### config.mk
export PLATFORM = sky130hd
export DESIGN_NAME = mat_operand_packer
export DESIGN_NICKNAME = d
export VERILOG_FILES = /design/src/rtl/mat_operand_packer.sv
export SDC_FILE = /design/constraint.sdc
export NUM_CORES = 1
export LEC_CHECK = 0
export ABC_AREA = 1
export ABC_CLOCK_PERIOD_IN_PS = 3160
export CELL_PAD_IN_SITES_DETAIL_PLACEMENT = 1
export CELL_PAD_IN_SITES_GLOBAL_PLACEMENT = 1
export CORE_AREA = 2 2 226 228
export CTS_CLUSTER_SIZE = 24
export DETAILED_ROUTE_END_ITERATION = 10
export DIE_AREA = 0 0 228 230
export GPL_ROUTABILITY_DRIVEN = 0
export PLACE_DENSITY = 0.83
export SLEW_MARGIN = 30
export SYNTH_ARGS = -nofsm -noshare
export SYNTH_HDL_FRONTEND = slang
export SYNTH_SLANG_ARGS = --single-unit
### constraint.sdc
create_clock -name clk -period 3.16 [get_ports clk]
set_input_delay 0.79 -clock clk [delete_from_list [all_inputs] [get_ports clk]]
set_output_delay 0.79 -clock clk [all_outputs]
set_load 0.01 [all_outputs]
### src/rtl/mat_operand_packer.sv
// mat_operand_packer: packs a descriptor plus row-major element stream into flat A/B operands and sequences the matrix engine.
// Define DIM_PRECHECK_EN to also reject shape-incompatible descriptors at acceptance.
module mat_operand_packer #(
    parameter int MAX_DIM = 5,
    parameter int ELEM_W = 8,
    parameter int TIMEOUT = 1024
) (
    input  logic                              clk,
    input  logic                              rst,
    input  logic                              cfg_valid,
    output logic                              cfg_ready,
    input  logic [2:0]                        cfg_op,
    input  logic [2:0]                        cfg_dim_a_m,
    input  logic [2:0]                        cfg_dim_a_n,
    input  logic [2:0]                        cfg_dim_b_m,
    input  logic [2:0]                        cfg_dim_b_n,
    input  logic [7:0]                        cfg_scalar,
    input  logic                              elem_valid,
    output logic                              elem_ready,
    input  logic [ELEM_W-1:0]                 elem_data,
    output logic [ELEM_W*MAX_DIM*MAX_DIM-1:0] matrix_a_flat,
    output logic [ELEM_W*MAX_DIM*MAX_DIM-1:0] matrix_b_flat,
    output logic [2:0]                        dim_a_m,
    output logic [2:0]                        dim_a_n,
    output logic [2:0]                        dim_b_m,
    output logic [2:0]                        dim_b_n,
    output logic [2:0]                        op_sel,
    output logic [7:0]                        scalar_k,
    output logic                              start_op,
    input  logic                              op_done,
    input  logic                              error_flag,
    input  logic                              busy_flag,
    output logic                              seq_done,
    output logic                              seq_error,
    output logic [1:0]                        err_code
);
    localparam int NSLOT = MAX_DIM * MAX_DIM;
    localparam int CW = $clog2(TIMEOUT) + 1;

    typedef enum logic [2:0] {IDLE, LOAD_A, LOAD_B, LAUNCH, WAIT, FINISH, FAULT} state_t;

    state_t        state, state_n;
    logic [4:0]    idx, need_a, need_b;
    logic [CW-1:0] cnt;
    logic [1:0]    fault_code;
    logic          range_ok, shape_ok, accept, take, last, two_op;
    logic          unused_ok;

    assign unused_ok = busy_flag;

    function automatic logic in_range(input logic [2:0] d);
        return d != 3'd0 && d <= 3'(MAX_DIM);
    endfunction

    assign range_ok = in_range(cfg_dim_a_m) && in_range(cfg_dim_a_n) &&
                      in_range(cfg_dim_b_m) && in_range(cfg_dim_b_n);

`ifdef DIM_PRECHECK_EN
    assign shape_ok = cfg_op == 3'b001 ? (cfg_dim_a_m == cfg_dim_b_m && cfg_dim_a_n == cfg_dim_b_n) :
                      cfg_op == 3'b011 ? (cfg_dim_a_n == cfg_dim_b_m) :
                      cfg_op == 3'b100 ? (cfg_dim_b_m <= cfg_dim_a_m && cfg_dim_b_n <= cfg_dim_a_n) :
                      1'b1;
`else
    assign shape_ok = 1'b1;
`endif

    assign need_a = 5'(dim_a_m) * 5'(dim_a_n);
    assign need_b = 5'(dim_b_m) * 5'(dim_b_n);
    assign two_op = op_sel == 3'b001 || op_sel == 3'b011 || op_sel == 3'b100;
    assign accept = state == IDLE && cfg_valid;
    assign take   = elem_valid && elem_ready;
    assign last   = idx == (state == LOAD_B ? need_b : need_a) - 5'd1;

    assign cfg_ready  = state == IDLE;
    assign elem_ready = state == LOAD_A || state == LOAD_B;
    assign seq_done   = state == FINISH;
    assign seq_error  = state == FAULT;
    // Engine faults need a start_op to walk the engine out of its ERROR state.
    assign start_op   = state == LAUNCH || (state == FAULT && err_code[1]);

    always_ff @(posedge clk) begin
        if (rst) state <= IDLE;
        else     state <= state_n;
    end

    always_comb begin
        state_n    = state;
        fault_code = 2'b00;
        case (state)
            IDLE: begin
                if (cfg_valid) begin
                    state_n    = range_ok && shape_ok ? LOAD_A : FAULT;
                    fault_code = range_ok && shape_ok ? 2'b00 : 2'b01;
                end
            end
            LOAD_A: if (take && last) state_n = two_op ? LOAD_B : LAUNCH;
            LOAD_B: if (take && last) state_n = LAUNCH;
            LAUNCH: state_n = WAIT;
            WAIT: begin
                if (error_flag) begin
                    state_n    = FAULT;
                    fault_code = 2'b10;
                end else if (op_done) begin
                    state_n = FINISH;
                end else if (cnt == CW'(TIMEOUT - 2)) begin
                    state_n    = FAULT;
                    fault_code = 2'b11;
                end
            end
            default: state_n = IDLE;
        endcase
    end

    always_ff @(posedge clk) begin
        if (rst) begin
            matrix_a_flat <= '0;
            matrix_b_flat <= '0;
            dim_a_m       <= '0;
            dim_a_n       <= '0;
            dim_b_m       <= '0;
            dim_b_n       <= '0;
            op_sel        <= '0;
            scalar_k      <= '0;
            err_code      <= '0;
            idx           <= '0;
            cnt           <= '0;
        end else begin
            if (accept) begin
                matrix_a_flat <= '0;
                matrix_b_flat <= '0;
                dim_a_m       <= cfg_dim_a_m;
                dim_a_n       <= cfg_dim_a_n;
                dim_b_m       <= cfg_dim_b_m;
                dim_b_n       <= cfg_dim_b_n;
                op_sel        <= cfg_op;
                scalar_k      <= cfg_scalar;
            end
            if (accept || state_n == FAULT) err_code <= fault_code;
            idx <= accept ? 5'd0 : take ? (last ? 5'd0 : idx + 5'd1) : idx;
            cnt <= state == WAIT ? cnt + CW'(1) : '0;
            for (int i = 0; i < NSLOT; i++) begin
                if (take && idx == 5'(i)) begin
                    if (state == LOAD_A) matrix_a_flat[i*ELEM_W +: ELEM_W] <= elem_data;
                    else                 matrix_b_flat[i*ELEM_W +: ELEM_W] <= elem_data;
                end
            end
        end
    end
endmodule

=== After elaboration in Yosys (flattened, before gate mapping) ===
Cells that the tools add are included.

* $add $sub $neg: 3
* $mul: 2
* Divide/modulo/power cells: 0
* Magnitude comparators: 4
* Equality and inequality tests: 36
* Shift operators: 0
* Mux-type cells: 119
* Bitwise operators: 1
* Reduce and logical (&&, ||, !) cells: 49

{| class="wikitable"
|+ Operators with widths
! operator !! number
|-
| $mux 8 || 100
|-
| $mux 200 || 2
|-
| $eq 5x5->1 const B || 9
|-
| $eq 5x4->1 const B || 8
|-
| $logic_and 1x1->1 || 36
|-
| $mux 3 || 7
|-
| $eq 5x3->1 const B || 4
|-
| $eq 3x3->1 const B || 5
|-
| $pmux 3 s5 || 1
|-
| $le 3x3->1 const B || 4
|-
| $reduce_bool 3->1 || 4
|-
| $add 11x1->11 const B || 1
|-
| $eq 11x10->1 const B || 1
|-
| $eq 5x2->1 const B || 2
|-
| $mul 3x3->5 || 2
|-
| $mux 5 || 2
|-
| $eq 3x2->1 const B || 3
|-
| $eq 3x1->1 const B || 2
|-
| $mux 2 || 3
|-
| $add 5x1->5 const B || 1
|-
| $eq 5x1->1 const B || 1
|-
| $eq 5x5->1 || 1
|-
| $logic_not 5->1 || 1
|-
| $logic_or 1x1->1 || 5
|-
| 6 further kinds || 9
|}

* Flip-flop bits (word level): 444
* Latch bits: 0
* Memory bits (writable): 0
* Bits in read-only memories: 0
* Input port bits: 38
* Output and inout port bits: 430
* Word-level logic and storage cells: 226
* Memories kept: 0

=== Depth between registers and ports, before layout ===
Gate-level depths: netlist of the first run.

* Depth after elaboration: 10
* Gate-level depth with buffers: 22

=== Least setup slack after synthesis of the first run ===
No wires, ideal clock.

* Path type: register -> register
* From: reg dim_b_n[0]
* To: reg err_code[1]
* Setup time: 0.113 ns
* Arrival: 2.542 ns
* Required time: 3.047 ns
* Slack: 0.505 ns
* Stages on the path, launching flop included: 19
* Path buffers: 0
* Period minus slack after synthesis: 2.655 ns
* Cell sequence: dfxtp_1 nand2_1 inv_1 fa_1 ha_1 inv_1 fa_1 nand3b_1 nand2_1 nor2_1 inv_1 nand2_1 nand2_1 nand3_1 nand2_1 nand2_1 nand2_1 o21ai_1 inv_1

* Cells in the longest elaborated chain, start to end: 9
* Elaborated cells between the ends (all ways): 10

{| class="wikitable"
|+ RTL lines
! what !! RTL line !! source
|-
| start: declaration || 26 || <nowiki>output logic [2:0] dim_b_n,</nowiki>
|-
| start signal: assignment || 134 || <nowiki>dim_b_n <= cfg_dim_b_n;</nowiki>
|-
| $mul 3x3->5 * || 68 || <nowiki>assign need_b = 5'(dim_b_m) * 5'(dim_b_n);</nowiki>
|-
| $mux 5 * || 72 || <nowiki>assign last = idx == (state == LOAD_B ? need_b : need_a) - 5'd1;</nowiki>
|-
| $sub 5x1->5 * || 72 ||
|-
| $eq 5x5->1 * || 72 ||
|-
| $logic_and 1x1->1 * || 96, 97 ||
|-
| $mux 3 (on tied branches) || 97, 96 ||
|-
| $pmux 3 s5 * || 89 || <nowiki>case (state)</nowiki>
|-
| $eq 3x3->1 * || 138 || <nowiki>if (accept || state_n == FAULT) err_code <= fault_code;</nowiki>
|-
| $logic_or 1x1->1 * || 138 ||
|-
| end signal: assignment || 138 ||
|-
| end: declaration || 35 || <nowiki>output logic [1:0] err_code</nowiki>
|}

Mark *: on every way between the ends. The rest lies on a longest branch, timed or not.
A chain may end at the register's enable or synchronous reset.

=== Worst setup path in the final report of the first run ===
* From: reg dim_b_n[0]
* To: reg state[0]

* Cells in the longest elaborated chain, start to end: 7
* Elaborated cells between the ends (all ways): 8

{| class="wikitable"
|+ RTL lines
! what !! RTL line !! source
|-
| $mul 3x3->5 * || 68 ||
|-
| $mux 5 * || 72 ||
|-
| $sub 5x1->5 * || 72 ||
|-
| $eq 5x5->1 * || 72 ||
|-
| $logic_and 1x1->1 * || 96, 97 ||
|-
| $mux 3 (on tied branches) || 97, 96 ||
|-
| $pmux 3 s5 * || 89 ||
|-
| end signal: assignment || 83 || <nowiki>else state <= state_n;</nowiki>
|-
| end: declaration || 42 || <nowiki>state_t state, state_n;</nowiki>
|}

Marked as above.

==> metrics.txt, run 1 <==
number of global-route vias before repair=between 15k and 20k; Die Span Y=approximately 230 um; number of buffers created by CTS=48; Synth Flop Type=dfxtp_1; Final setup viols=0; Iteration-0 DRC Markers=about 1.2k; Detailed Route WL=approximately 70,000 um; Synth area leader=dfxtp_1; Die ar.=around 52,000 um2; ANT nets after route=0; htree depth=2; Mapped Cells=around 2.3k; unrepaired setup endpoints after global routing=yes; grt total ovfl=0; area delta synth->final=40.97%; CP peak stage delay=approximately 0.54 ns; antenna violations before repair=1; fillcell total=approximately 6k; #FFs+latches synth=444; row count=just over 80; Pre-Repair DR Iteration Count=5; post-DR vias/cell=between 5 and 6; DRC Markers=0; Worst Skew=roughly 0.023 ns; Die X=about 230 um; Cell Pwr Density=541.9 nW/um2; Synth cell types=38; core box area=about 50,000 um2; Mapped Avg Cell Area=between 7 and 8 um2; global-route wire length before repair=106,600 um; WL per Instance=about 21 um; Commonest cells post-synth=dfxtp_1 (444), a21oi_1 (419), o21ai_0 (362); Root Driver=clkbuf_16; CP Data Required Time=3.61 ns; crit path kind=reg2reg; Rel. slew slack=about 41%; Ys Warns=0; critical path arrival=3.49 ns; Leak=around 0.0089 uW; Final min period=approximately 3 ns; placed inst area=around 23,000 um2; Slew Viols, Final=0; Via Count=17.66k; Top Family by Delay on Critical Path=adder cells; Starting Density=between 30% and 40%; f_max=between 300 and 400 MHz; # clock sinks=~440; element type at the critical path start=flip-flop; pre-CTS WS=roughly 0.14 ns; total track usage=25.70%; largest net degree at the start of global routing=84; IO Count=between 400 and 500; # Max-Cap Violations=0; Peak VDD IR=0.3483 mV; slowest CP cell=fa_1; IO Port Bufs=between 400 and 500; design area=24,480 um2; final hold vios=0; Post-CTS Hold Buffers=0; clock-pin transition on the worst setup and hold timing paths=0.06 ns; CP Capture Type=flip-flop; post-synthesis sequential area ratio=between 50% and 60%; worst hold path class=reg2reg; outcome=finished clean; maximum clock insertion buffer count=3; asr flop ratio synth=0%; PnR worst setup slack=0.1135 ns; Final Cycle Share=96.41%; most numerous cell on the critical path=nand2_1; CTS tree=yes; Cell Area, Synth=roughly 17,000 um2; Post-synth EDFFs=0; CP max FO=5; top post-synthesis cells by area=dfxtp_1 (51%), a21oi_1 (12%), o21ai_0 (10%); Synth Net Count=between 2k and 2.5k; count leader, synth=dfxtp_1; proportion of layout cells with a drive suffix above 1=7.732%; worst skew pair latency=0.60 ns; DPL Wire Length=46,950 um; post-synth top area share=51.17%; measured slew at the worst slew-check pin=0.8842 ns; Layout Nets=approximately 2.7k; CP Cell Sequence=nand2_1, inv_1, fa_1, ha_1, inv_1, fa_1, inv_1, nand2_1, nand3b_1, nand3b_1, nand2_1, nand2_1, nand2_1, nand2_1, nand2_2, nand2_1, o211ai_1, a21oi_1; CP bufs+invs=3
[final timing paths]
kind	from	end	slack, ns	depth (start not counted)
setup / recovery	dim_b_n[0]	state[0]	0.11	18
hold / removal	matrix_b_flat[135]	matrix_b_flat[135]	0.46	2
setup reg to reg	dim_b_n[0]	state[0]	0.11	18
hold reg to reg	matrix_b_flat[135]	matrix_b_flat[135]	0.46	2
[worst reg2reg max path: cells and delay by family, from the launching register on]
family | cells | cell delay (ns)
compound gates | 2 | 0.34
buf+inv | 3 | 0.18
fa+ha+maj | 3 | 1.11
flops | 1 | 0.34
simple gates | 10 | 0.94
[cells by family after synthesis]
kind of cell / share of synthesized area, %
adders and majority gates: 1.470
buffers and inverters: 6.296
DFF: 51.17
AOI/OAI and AO/OA: 24.79
and+or+nand+nor: 16.06
xor gates and xnor gates: 0.2017
[power by group]
| part | switching (uW) | total [uW] | leakage [uW] | internal, uW |
|---|---|---|---|---|
| combinational | 1140 | 1660 | 0.00449 | 516 |
| sequential | 86.4 | 5780 | 0.00359 | 5690 |
| clock | 2390 | 5830 | 0.000790 | 3440 |
[cell usage in the layout, fill, tap and decap left out, types with 4 or more instances in the layout]
master / instances
a21oi_1: 419
buf_12: 16
buf_2: 8
buf_4: 43
bufinv_16: 4
clkbuf_1: 11
clkbuf_16: 49
clkbuf_8: 11
clkdlybuf4s50_1: 458
clkinv_2: 5
dfxtp_1: 435
dfxtp_2: 6
ha_1: 13
inv_1: 85
inv_2: 18
nand2_1: 339
nand2_2: 8
nand3_1: 22
nand3_2: 5
nor2_1: 265
nor3_1: 5
nor3_4: 8
o21ai_0: 362
o21ai_1: 69
[per-stage QoR]
stage               util [%]  power, uW  hold slack [ns]  TNS (ns)  instances
floorplan                  -       6809           0.4300         0       2273
global placement       45.66       7433           0.4425         0       3297
detailed placement     45.66       7502           0.4510         0       3297
CTS                    48.92      13320           0.4612         0       3384
global route           49.10      13760           0.4754   -0.2112       3389
finish                 49.10      13270           0.4569         0       3389
[timing repair]
item / 4_1_cts / 5_1_grt
buffers inserted: 0 / 4
gates resized for setup: 0 / 27
setup endpoints to repair: 0 / 7
[registers in the layout, indices dropped and copies added (netlist names)]
register,flops
scalar_k,8
matrix_b_flat,200
dim_b_n,3
matrix_a_flat,200
op_sel,3
state,3
dim_b_m,3
cnt,11
dim_a_m,3
dim_a_n,3
idx,5
err_code,2
[cell type report]
cell class,count,area (um2),share of cell area [%]
clock inverter,16,202.7,0.8278
tap,672,840.8,3.434
multi-input combinational,1554,7430,30.34
clock buffer,71,1419,5.795
inverter,106,415.4,1.697
timing repair buffer,525,5268,21.51
antenna,1,2.502,0.01022
sequential,444,8907,36.38
[per-layer routing]
layer | part of all wire, % | routed length, um | GRT usage (%)
met2 | 48 | 34040 | 44.11
met1 | 43 | 30130 | 31.65
met3 | 6.2 | 4417 | 6.039
met5 | 0 | 0 | 0
met4 | 3.0 | 2100 | 8.640
(Power assumes the default switching activity.)
==> inputs of run 2 (changes only) <==
HOLD_SLACK_MARGIN = 0.05   (was default)
==> results of run 2 <==
Final layout, timing and power as in run 1 (identical DEF).
==> inputs of run 3 (changes only) <==
SETUP_SLACK_MARGIN = 0.4   (was default)
==> metrics.txt, run 3 (synthesis gave the netlist of run 1 again) <==
most numerous cell on the critical path=nand2_1; IO Count=468 (unchanged); Iteration-0 DRC Markers=1,037 (-9.9%); DRC Markers=0 (unchanged); Final min period=2.948 ns (-0.09833 ns); Die X=228 um (unchanged); CP peak stage delay=0.54 ns (about the same); worst setup path endpoint=err_code[1]; commonest non-fill, non-tap cell in the layout=clkdlybuf4s50_1; Final Cycle Share=93.30% (-3.1 points); Final Util=49.41% (+0.31 points); Clock Power Share=43.7% (-0.3 points); Top Family by Delay on Critical Path=simple AND/OR/NAND/NOR gates; Via Count=17.73k (+0.37%); Die ar.=52,440 um2 (unchanged); CP Capture Type=flip-flop; setup TNS=0 ns (unchanged); outcome=finished clean; Detailed Route WL=71,300 um (+0.87%); CTS tree=yes; # clock sinks=444 (unchanged); Peak VDD IR=0.3455 mV (-0.80%); Internal=9672 uW (+0.27%); switching share of power=27.42% (+0.12 points); CP Cell Sequence=nand2_2, inv_2, fa_1, ha_2, inv_2, fa_2, nand2_1, nand3b_1, nand3b_1, nand2_1, nand2_1, nand2_1, nand2_1, nand2_2, nand3_2, nand2_2, nand2_4, nand2_2, o21ai_1, inv_1; Layout Nets=2,742 (+0.26%); worst hold path class=reg2reg; WL per Instance=21.00 um (+0.66%); P_sw=3655 uW (+0.90%); CP max FO=3 (-2); Crit path depth=20 (+2); Die Span Y=230 um (unchanged); global-route wire length before repair=107,300 um (+0.64%); htree depth=2 (unchanged); FF-to-FF path depth=20 (+2); final hold vios=0 (unchanged); Regs by FF count=matrix_a_flat: 200 flops, matrix_b_flat: 200 flops, cnt: 11 flops; CP bufs+invs=3 (unchanged); grt total ovfl=0 (unchanged); clock-pin transition on the worst setup and hold timing paths=0.06 ns (about the same); number of buffers created by CTS=48 (unchanged); Starting Density=34.83% (unchanged); total track usage=25.87% (+0.17 points); most frequent cells in the layout=clkdlybuf4s50_1 (454), dfxtp_1 (430), a21oi_1 (417); Cell Pwr Density=540.9 nW/um2 (-0.18%); Final setup viols=0 (unchanged); Rel. slew slack=41.42% (+0.37 points); # Max-Cap Violations=0 (unchanged); Worst Skew=0.02064 ns (-0.002003 ns); slowest CP cell=fa_1; Logic pwr share=13.0% (+0.5 points); measured slew at the worst slew-check pin=0.8787 ns (-0.005541 ns); crit path kind=reg2reg; row count=82 (unchanged); ANT nets after route=0 (unchanged); Critical R2R Launch=dim_b_n[2]; Root Driver=clkbuf_16; Worst R2R Setup Slack=0.21 ns (+0.10 ns); Leak=0.008957 uW (+1.1%); f_max=339.2 MHz (+3.3%); post-DR vias/cell=5.220 (+0.17%); critical path arrival=3.42 ns (-0.07 ns); Pre-Repair DR Iteration Count=5 (unchanged); core box area=49,860 um2 (unchanged); Slew Viols, Final=0 (unchanged); area delta synth->final=41.85%; maximum clock insertion buffer count=3 (unchanged); unrepaired setup endpoints after global routing=yes; element type at the critical path start=flip-flop; CP Data Required Time=3.63 ns (+0.02 ns); worst skew pair latency=0.59 ns (about the same); proportion of layout cells with a drive suffix above 1=8.887% (+1.2 points); Sequential Power Share=43.3% (-0.2 points); total power=13,330 uW (+0.44%); R2R Path End=err_code[1]; DPL Wire Length=46,950 um (unchanged); antenna violations before repair=1 (unchanged); CP startpoint=dim_b_n[2]; largest net degree at the start of global routing=84 (unchanged); number of global-route vias before repair=18.07k (+0.38%); IO Port Bufs=466 (unchanged)
-- run 3: how the worst min path moves through the flow --
stage | from | to | depth (start not counted)
2_1_floorplan | cnt[0] | cnt[0] | 1
3_3_place_gp | cnt[0] | cnt[0] | 1
3_5_place_dp | matrix_b_flat[135] | matrix_b_flat[135] | 2
4_1_cts | matrix_b_flat[135] | matrix_b_flat[135] | 2
5_1_grt | matrix_b_flat[71] | matrix_b_flat[71] | 2
6_report | matrix_b_flat[135] | matrix_b_flat[135] | 2
-- run 3: worst min-delay path: cells and delay by family (launching register included) --
kind	cells	cell delay, ns
DFF	1	0.31
and+or+nand+nor	1	0.06
AOI/OAI and AO/OA	1	0.05
-- run 3: final cells by class --
class	instances	area (um2)
flip-flops and latches	444	8919
repair buffers	532	5326
fillers	5984	25220
well taps	672	840.8
clock buffers	71	1419
clock inverters	16	202.7
multi-input cells	1554	7511
inverters	106	417.9
diodes	1	2.502
-- run 3: power by group through the flow --
stage,Clock [uW],Sequential (uW),Combinational (uW)
3_3_place_gp,0,5890,1550
6_report,5820,5780,1730
4_1_cts,5920,5770,1700
2_1_floorplan,0,5910,902
3_5_place_dp,0,5900,1610
5_1_grt,6160,5780,1880
-- run 3: per-layer routing --
| layer | vias up | GRT usage, % | share of wire, % |
|---|---|---|---|
| met3 | 132 | 6.114 | 6.0 |
| met5 | - | 0 | 0 |
| met4 | 0 | 8.701 | 2.9 |
| met2 | 523 | 44.51 | 48 |
| met1 | 8656 | 31.76 | 43 |
| li1 | 8417 | - | - |
-- run 3: stage by stage --
stage / setup WS (ns) / instances / cell area [um2] / hold slack, ns
after global routing: 0.03764 / 3396 / 24640 / 0.4754
final: 0.2118 / 3396 / 24640 / 0.4564
after floorplan: 0.5049 / 2273 / 17370 / 0.4300
after global placement: 0.2503 / 3297 / 22770 / 0.4425
after detailed placement: 0.1416 / 3297 / 22770 / 0.4510
after CTS: 0.2427 / 3394 / 24570 / 0.4612
-- run 3: what timing repair did --
action | in CTS | in global routing
pin swaps | 22 | 20
hold endpoints to repair | 0 | 0
gates resized for setup | 48 | 17
setup buffers | 10 | 1
hold buffers | 0 | 0
endpoints found under the setup margin | 13 | 12
cloned | 0 | 0
